===== config.mk =====
export PLATFORM = sky130hd
export DESIGN_NAME = irq_controller
export DESIGN_NICKNAME = d
export VERILOG_FILES = /design/src/rtl/irq_pkg.sv /design/src/rtl/irq_timer.sv /design/src/rtl/irq_controller.sv
export SDC_FILE = /design/constraint.sdc
export NUM_CORES = 1
export LEC_CHECK = 0
export ABC_AREA = 1
export CORE_MARGIN = 1.5
export CORE_UTILIZATION = 40
export DETAILED_ROUTE_END_ITERATION = 8
export GPL_TIMING_DRIVEN = 0
export PLACE_DENSITY = 0.9
export SLEW_MARGIN = 40
export SYNTH_ARGS = -nofsm -noshare
export SYNTH_HDL_FRONTEND = slang
export SYNTH_SLANG_ARGS = --single-unit

===== constraint.sdc =====
create_clock -name clk -period 4.9 [get_ports clk]
set_clock_uncertainty 0.15 [all_clocks]
set_input_delay 1.47 -clock clk [delete_from_list [all_inputs] [get_ports clk]]
set_output_delay 1.47 -clock clk [all_outputs]
set_load 0.005 [all_outputs]

===== src/rtl/irq_pkg.sv =====
// irq_pkg: shared types and constants for the memory-mapped interrupt
// controller (irq_controller) and its optional machine timer (irq_timer).
package irq_pkg;

    localparam int NUM_SRC = 4;

    // Register window offsets (byte offsets within the 64-byte window)
    localparam logic [5:0] OFF_PENDING     = 6'h00;
    localparam logic [5:0] OFF_ENABLE      = 6'h04;
    localparam logic [5:0] OFF_CLAIM       = 6'h08;
    localparam logic [5:0] OFF_EDGE        = 6'h0C;
    localparam logic [5:0] OFF_MTIME_LO    = 6'h10;
    localparam logic [5:0] OFF_MTIME_HI    = 6'h14;
    localparam logic [5:0] OFF_MTIMECMP_LO = 6'h18;
    localparam logic [5:0] OFF_MTIMECMP_HI = 6'h1C;

    typedef enum logic [1:0] {
        IDLE    = 2'd0,
        PRESENT = 2'd1,
        ACTIVE  = 2'd2
    } irq_state_e;

    // Index of the lowest set bit; lowest index has highest priority.
    function automatic logic [1:0] prio_idx(input logic [NUM_SRC-1:0] req);
        logic [1:0] idx;
        idx = 2'd0;
        for (int i = NUM_SRC - 1; i >= 0; i--) begin
            if (req[i]) idx = i[1:0];
        end
        return idx;
    endfunction

endpackage


===== src/rtl/irq_timer.sv =====
// irq_timer: 64-bit free-running mtime and mtimecmp with word-wide writes.
// A write to either mtime half replaces it and suppresses that cycle's
// increment. irq_o is the level compare mtime >= mtimecmp.
module irq_timer (
    input  logic        clk,
    input  logic        rst,
    input  logic        wr_en_i,
    input  logic [1:0]  wr_idx_i,
    input  logic [31:0] wdata_i,
    output logic [63:0] mtime_o,
    output logic [63:0] mtimecmp_o,
    output logic        irq_o
);

    logic [63:0] mtime_q, mtime_d;
    logic [63:0] mtimecmp_q, mtimecmp_d;

    // Next-state: increment mtime unless one of its halves is written
    always_comb begin
        mtime_d    = mtime_q + 64'd1;
        mtimecmp_d = mtimecmp_q;
        if (wr_en_i) begin
            case (wr_idx_i)
                2'd0:    mtime_d    = {mtime_q[63:32], wdata_i};
                2'd1:    mtime_d    = {wdata_i, mtime_q[31:0]};
                2'd2:    mtimecmp_d = {mtimecmp_q[63:32], wdata_i};
                default: mtimecmp_d = {wdata_i, mtimecmp_q[31:0]};
            endcase
        end
    end

    // Timer registers with synchronous active-low reset
    always_ff @(posedge clk) begin
        if (!rst) begin
            mtime_q    <= 64'd0;
            mtimecmp_q <= '1;
        end else begin
            mtime_q    <= mtime_d;
            mtimecmp_q <= mtimecmp_d;
        end
    end

    assign mtime_o    = mtime_q;
    assign mtimecmp_o = mtimecmp_q;
    assign irq_o      = (mtime_q >= mtimecmp_q);

endmodule


===== src/rtl/irq_controller.sv =====
// irq_controller: four-source interrupt controller on the data-memory port.
// Sources are latched (edge) or followed (level), the lowest-index enabled
// pending source is presented one-hot, claimed by a CLAIM load, and the
// controller stays quiet until the core retires mret.
// Optional build macro IRQ_TIMER_EN adds mtime/mtimecmp (irq_timer) and
// replaces source 0 with the timer compare level.
//
// state   | meaning
// --------+--------------------------------------------------------------
// IDLE    | nothing presented; waiting for PENDING & ENABLE
// PRESENT | frozen winner driven on interrupt; waiting for CLAIM load
// ACTIVE  | handler owns the claimed source; waiting for mret
module irq_controller
    import irq_pkg::*;
#(
    parameter logic [31:0] BASE_ADDR = 32'h8000_0000
) (
    input  logic                clk,
    input  logic                rst,
    input  logic [NUM_SRC-1:0]  src,
    input  logic [31:0]         addr,
    input  logic [31:0]         wdata,
    input  logic                mem_wr,
    input  logic                mem_read,
    input  logic                is_mret,
    output logic [31:0]         rdata,
    output logic [NUM_SRC-1:0]  interrupt
);

    irq_state_e         state_q, state_d;
    logic [1:0]         sel_q, sel_d;
    logic [NUM_SRC-1:0] irq_q, irq_d;
    logic [NUM_SRC-1:0] enable_q, enable_d;
    logic [NUM_SRC-1:0] edge_q, edge_d;
    logic [NUM_SRC-1:0] pend_q, pend_d;
    logic [NUM_SRC-1:0] src_q;

    logic               hit, wr_en, rd_en, claim;
    logic [5:0]         off;
    logic [NUM_SRC-1:0] src_eff, edge_eff, rise, pending, act, claim_mask;

    assign hit   = (addr[31:6] == BASE_ADDR[31:6]);
    assign off   = {addr[5:2], 2'b00};
    assign wr_en = mem_wr & hit;
    assign rd_en = mem_read & hit;

`ifdef IRQ_TIMER_EN
    logic [63:0] mtime, mtimecmp;
    logic        timer_irq;

    irq_timer u_timer (
        .clk        (clk),
        .rst        (rst),
        .wr_en_i    (wr_en && (off[5:4] == 2'b01)),
        .wr_idx_i   (off[3:2]),
        .wdata_i    (wdata),
        .mtime_o    (mtime),
        .mtimecmp_o (mtimecmp),
        .irq_o      (timer_irq)
    );

    // Source 0 becomes the timer level; it is always treated as level.
    assign src_eff  = {src[NUM_SRC-1:1], timer_irq};
    assign edge_eff = edge_q & 4'b1110;

    logic unused_bits;
    assign unused_bits = ^{addr[1:0], src[0]};
`else
    assign src_eff  = src;
    assign edge_eff = edge_q;

    logic unused_bits;
    assign unused_bits = ^{addr[1:0], wdata[31:NUM_SRC]};
`endif

    // Level bits follow the source directly; edge bits come from the sticky latch.
    assign rise       = src_eff & ~src_q;
    assign pending    = (edge_eff & pend_q) | (~edge_eff & src_eff);
    assign act        = pending & enable_q;
    assign claim      = rd_en && (off == OFF_CLAIM) && (state_q == PRESENT);
    assign claim_mask = claim ? (4'b0001 << sel_q) : 4'b0000;

    // Register-file writes and sticky pending update (a new edge beats a claim)
    always_comb begin
        enable_d = enable_q;
        edge_d   = edge_q;
        pend_d   = edge_eff & ((pend_q & ~claim_mask) | rise);
        if (wr_en && (off == OFF_ENABLE)) enable_d = wdata[NUM_SRC-1:0];
        if (wr_en && (off == OFF_EDGE))   edge_d   = wdata[NUM_SRC-1:0];
    end

    // Presentation FSM next-state; winner is frozen on entry to PRESENT
    always_comb begin
        state_d = state_q;
        sel_d   = sel_q;
        case (state_q)
            IDLE: begin
                if (|act) begin
                    state_d = PRESENT;
                    sel_d   = prio_idx(act);
                end
            end
            PRESENT: begin
                if (claim)            state_d = ACTIVE;
                else if (!act[sel_q]) state_d = IDLE;
            end
            ACTIVE: begin
                if (is_mret) state_d = IDLE;
            end
            default: state_d = IDLE;
        endcase
        irq_d = (state_d == PRESENT) ? (4'b0001 << sel_d) : 4'b0000;
    end

    // State, configuration and source history registers
    always_ff @(posedge clk) begin
        if (!rst) begin
            state_q  <= IDLE;
            sel_q    <= 2'd0;
            irq_q    <= '0;
            enable_q <= '0;
            edge_q   <= '0;
            pend_q   <= '0;
            src_q    <= '0;
        end else begin
            state_q  <= state_d;
            sel_q    <= sel_d;
            irq_q    <= irq_d;
            enable_q <= enable_d;
            edge_q   <= edge_d;
            pend_q   <= pend_d;
            src_q    <= src_eff;
        end
    end

    // Combinational read mux; unmapped offsets and unused bits read 0
    always_comb begin
        rdata = 32'd0;
        if (hit) begin
            case (off)
                OFF_PENDING: rdata = {28'd0, pending};
                OFF_ENABLE:  rdata = {28'd0, enable_q};
                OFF_CLAIM:   rdata = (state_q == PRESENT) ? ({30'd0, sel_q} + 32'd1) : 32'd0;
                OFF_EDGE:    rdata = {28'd0, edge_q};
`ifdef IRQ_TIMER_EN
                OFF_MTIME_LO:    rdata = mtime[31:0];
                OFF_MTIME_HI:    rdata = mtime[63:32];
                OFF_MTIMECMP_LO: rdata = mtimecmp[31:0];
                OFF_MTIMECMP_HI: rdata = mtimecmp[63:32];
`endif
                default:     rdata = 32'd0;
            endcase
        end
    end

    assign interrupt = irq_q;

endmodule

# Word level (Yosys, flattened, before mapping)
# Index checks and enable logic that the tools add are counted.
[totals]
in_bits = 73
output_inout_bits = 36
reg_bits = 24
wordCells = 56
[classes]
add_sub_neg = 1
n_reduce_logical = 8
shift = 2
mux = 17
n_bitwise = 13
magnitude_cmp = 1
n_eq_ne = 7
[op_table]
columns = ["operator", "n"]
rows = [
  ["26-bit equality test (second input constant)", 1],
  ["4-bit bitwise AND", 6],
  ["2-bit 2-to-1 mux", 10],
  ["4-bit case mux with 4 select lines", 1],
  ["4-bit inverter", 3],
  ["4-bit by 2-bit equality test with 1-bit output (second input constant)", 2],
  ["4-bit 2-to-1 mux", 2],
  ["4-bit OR", 2],
  ["1-bit by 2-bit left shift with 4-bit output (first input constant)", 2],
  ["6-bit zero test", 1],
  ["2-bit case mux with 3 select lines", 1],
  ["2-bit by 1-bit equality test with 1-bit output (second input constant)", 2],
  ["4-bit by 1-bit equality test with 1-bit output (second input constant)", 1],
  ["1-bit logical AND", 4],
  ["4-bit OR reduction", 1],
  ["2-bit by 1-bit adder with 3-bit output (second input constant)", 1],
  ["2-bit by 3-bit < comparator with 1-bit output (second input constant)", 1],
  ["3-bit 2-to-1 mux", 1],
  ["1-bit bitwise AND", 2],
  ["1-bit binary-select mux with 2-bit select", 1],
  ["2-bit equality test (second input constant)", 1],
  ["2-bit zero test", 1],
  ["2-bit AND reduction", 1],
  ["1-bit 2-to-1 mux", 1],
]

# Logic depth before layout (Yosys ltp)
[logic_depth]
ltp_word = 11
ltp_mapped = 10
mapped_depth_nobuf = 10

# Worst setup path before layout
# No wires, ideal clock.
[synth_path]
path_kind = "in2out"
startpoint = "input addr[5]"
endpoint = "output rdata[0]"
n_path_buf = 0
path_stages = 5
required_time_ps = 3280
t_arrival_ps = 2257
path_slack_ps = 1023
path_cell_list = "nor2_2 > nand3_1 > inv_2 > nand2_1 > a41oi_1"
[synth_via]
elab_chain_cells = 3
elab_cells_between_ends = 6
classes_between = "3 x eq/ne; 2 x mux; 1 x reduce/logical"
[synth_rtl]
columns = ["item", "line", "rtl"]
rows = [
  ["from (decl)", "irq_controller.sv:21", "input logic [31:0] addr,"],
  ["4-bit by 2-bit equality test with 1-bit output (tied with other cells)", "irq_controller.sv:140", "case (off)"],
  ["4-bit case mux with 4 select lines (*)", "irq_controller.sv:140", ""],
  ["4-bit 2-to-1 mux (*)", "irq_controller.sv:139", "if (hit) begin"],
  ["to (decl)", "irq_controller.sv:26", "output logic [31:0] rdata,"],
]
# Mark *: on every way between the ends. The rest lies on a longest branch, timed or not.

# Worst setup path in the final report
[layout_path]
startpoint = "input addr[20]"
endpoint = "output rdata[1]"
[layout_via]
elab_chain_cells = 2
[layout_rtl]
columns = ["item", "line", "rtl"]
rows = [
  ["26-bit equality test", "irq_controller.sv:42", "assign hit = (addr[31:6] == BASE_ADDR[31:6]);"],
  ["4-bit 2-to-1 mux", "irq_controller.sv:139", ""],
]
# Every way passes these cells.

==> flow_metrics.tcl <==
set metrics [dict create \
    yosysTopAreaCellShare 0.2777 \
    cts.clk_slew.worst_paths_ns 0.07 \
    fmax_ghz 0.2058 \
    crit_slowest_cell "clkdlybuf4s50_1" \
    crit_top_cell "clkdlybuf4s50_1" \
    cp-end-kind "primary output" \
    grt_pass1_vias 1585 \
    cts_buffers 3 \
    die_w_um 68.77 \
    first_pass_iters 4 \
    fp-row-count 23 \
    die_area_um2 4729 \
    antenna_found_initial 0 \
    htree_levels 1 \
    num_vias 1815 \
    hpwl_um 3295 \
    syn_area_um2 1730 \
    cts_tree "done" \
    max_slew_margin 0.6360 \
    crit_buf_inv 2 \
    final_antenna_net_count 0 \
    yosysTopAreaCell "dfxtp_1" \
    worst_pin_slew_ns 0.5440 \
    leakagePower_nw 1.313 \
    ys_ff_latch 24 \
    cts.path.max_buffers 2 \
    grt_setup_unrepaired "true" \
    switching_share 0.2264 \
    hold_class "reg -> reg" \
    synthCells 271 \
    ys_types 29 \
    p_per_area_nw_per_um2 161.3 \
    required_ns 3.28 \
    internal_power_w 0.0003205 \
    wirelength_um 4174 \
    maxSlewViolCount 0 \
    post_drt_wl_per_cell_um 10.33 \
    finalCritPeriodShare 0.9919 \
    start_kind "input pin" \
    start_util 0.4235 \
    grt_pass1_wl_um 6348 \
    drive_gt1_frac 0.1836 \
    crit_chain "clkdlybuf4s50_1, nor2_1, and2_1, nand2_1, nor2_4, nand3_4, a41oi_2, clkdlybuf4s50_1" \
    clockPowerShare 0.317 \
    yosysWarnings 0 \
    cts.sinks 24 \
    status "finished, final reports clean" \
    tns_ns 0 \
    grt_usage 0.1770 \
    design.core.area_um2 4086 \
    crit_arrival_ns 3.24 \
    drt_iter0_drc 63 \
    hold_viol 0 \
    fin_util 0.6286 \
    seq_power_share 0.475 \
    crit_fanout 4 \
    yosysSeqAreaShare 0.2777 \
    io_pins 109 \
    p_switching_w 0.00009381 \
    critPathKind "in -> out" \
    routabilityCongestion 0.8440 \
    synthToLayoutAreaGrowth_pct 48.45 \
    crit_family "buffers and inverters" \
    drv_cap 0 \
    io_buffers 49 \
    max_stage_delay_ns 0.53 \
    finalSetupViolCount 0 \
    layout.nets 432 \
    grt_remaining_overflow 0 \
    clk_root_buffer_cell "clkbuf_8" \
    grt_max_degree 14 \
    synth_area_per_cell_um2 6.385 \
    route.detailed.drc 0 \
    drt-vias-per-instance 4.493 \
    num-fill-cells 360 \
    period_needed_ns 4.860 \
    clock_latency_ns 0.27 \
    diodes 0 \
    synth_area_leaders "dfxtp_1 28%, nand2_1 15%, buf_4 12%, nor2_1 8.7%, inv_1 8.2%" \
    vdd_drop_max_v 0.00009386 \
    die_y_um 68.77 \
    p_comb_frac 0.208 \
]
==> cell usage after synthesis (all sizes together) <==
master	n
a41oi	2
clkbuf	2
or2	5
and2	1
a21oi	6
dfxtp	24
inv	42
conb	1
a22oi	1
clkinv	1
nor3	2
nand4	7
nand2	71
ha	4
buf	28
nand3b	2
a31oi	2
o21ai	2
nor2	45
nand3	23
==> sequential cells by signal, summed over array words and instances, names as in the netlist <==
| signal | flops |
|---|---|
| edge_eff | 4 |
| enable_q | 4 |
| interrupt | 4 |
| pend_q | 4 |
| sel_q | 2 |
| src_q | 4 |
| state_q | 2 |
==> layout make-up <==
class | instances | area [um2] | area share
inverters | 43 | 161.4 | 0.06284
clock buffers | 4 | 55.05 | 0.02143
multi-input cells | 201 | 1071 | 0.4170
plain buffers | 30 | 217.7 | 0.08475
well taps | 50 | 62.56 | 0.02435
flip-flops and latches | 24 | 480.5 | 0.1870
repair buffers | 52 | 520.5 | 0.2026
==> stage by stage <==
stage	area, um2	power [W]	std cells	setup slack (ns)	hold slack (ns)
3_5_place_dp	2385	0.0002823	397	-0.1029	0.3052
5_1_grt	2569	0.0004392	404	-0.07093	0.3425
6_report	2569	0.0004143	404	0.03987	0.3130
2_1_floorplan	1832	0.0002434	298	1.023	0.2850
4_1_cts	2506	0.0004158	403	0.003230	0.3171
3_3_place_gp	2385	0.0002812	397	-0.08130	0.2970
==> path summary, 6_finish.rpt <==
check                      startpoint                      end  slack (ns)  cells after the start
max                          addr[20]                 rdata[1]        0.04                      8
min              pend_q[2]$_SDFF_PN0_     pend_q[2]$_SDFF_PN0_        0.31                      2
max reg2reg  edge_eff[2]$_SDFFE_PN0P_  interrupt[2]$_SDFF_PN0_        3.33                     10
min reg2reg      pend_q[2]$_SDFF_PN0_     pend_q[2]$_SDFF_PN0_        0.31                      2
==> placed cells by master, fill, tap and decap left out, types with 2 or more instances in the layout <==
| cell | instances |
|---|---|
| nand2_1 | 68 |
| clkdlybuf4s50_1 | 46 |
| inv_1 | 38 |
| nor2_1 | 37 |
| buf_4 | 31 |
| conb_1 | 28 |
| dfxtp_1 | 24 |
| nand3_1 | 20 |
| nand4_1 | 7 |
| a21oi_1 | 6 |
| inv_2 | 5 |
| ha_1 | 4 |
| clkbuf_8 | 4 |
| nor2_4 | 3 |
| nor2_8 | 3 |
| or2_2 | 3 |
| dlymetal6s2s_1 | 3 |
| nand3_2 | 2 |
| nand2_2 | 2 |
| nand3b_1 | 2 |
| nor2_2 | 2 |
| a31oi_4 | 2 |
| a41oi_2 | 2 |
| clkbuf_1 | 2 |
==> repair_timing <==
action,in CTS,in global routing
pin swaps,3,2
hold buffers,0,0
resized for setup,9,13
buffers inserted,2,1
endpoints found under the hold margin,0,0
endpoints found under the setup margin,4,4
==> logic make-up after synthesis <==
group                      Yosys count  synth area share
buffers and inverters               73            0.2191
other                                1          0.002167
DFF                                 24            0.2777
and+or+nand+nor                    156            0.4252
adders and majority gates            4           0.02892
AOI/OAI and AO/OA                   13           0.04700
==> worst min-delay path: stages (launching register included) <==
cell     delay [ns]
dfxtp_1        0.32
nand2_1        0.06
a21oi_1        0.05
==> power groups by stage <==
stage / Combinational [W] / Clock [W] / Sequential [W]
after detailed placement: 0.0000807 / 0 / 0.000202
after global placement: 0.0000798 / 0 / 0.000201
after CTS: 0.0000836 / 0.000135 / 0.000197
final: 0.0000860 / 0.000131 / 0.000197
after floorplan: 0.0000420 / 0 / 0.000201
after global routing: 0.0000960 / 0.000146 / 0.000197
==> metal layers <==
layer / wire [um] / vias to the layer above / track usage
met5: 0 / - / 0
met4: 104 / 0 / 0.08578
met3: 432 / 9 / 0.03734
met2: 2006 / 73 / 0.3245
met1: 1631 / 786 / 0.1915
li1: - / 947 / -
Note: power is estimated with default switching activity, not from simulation.
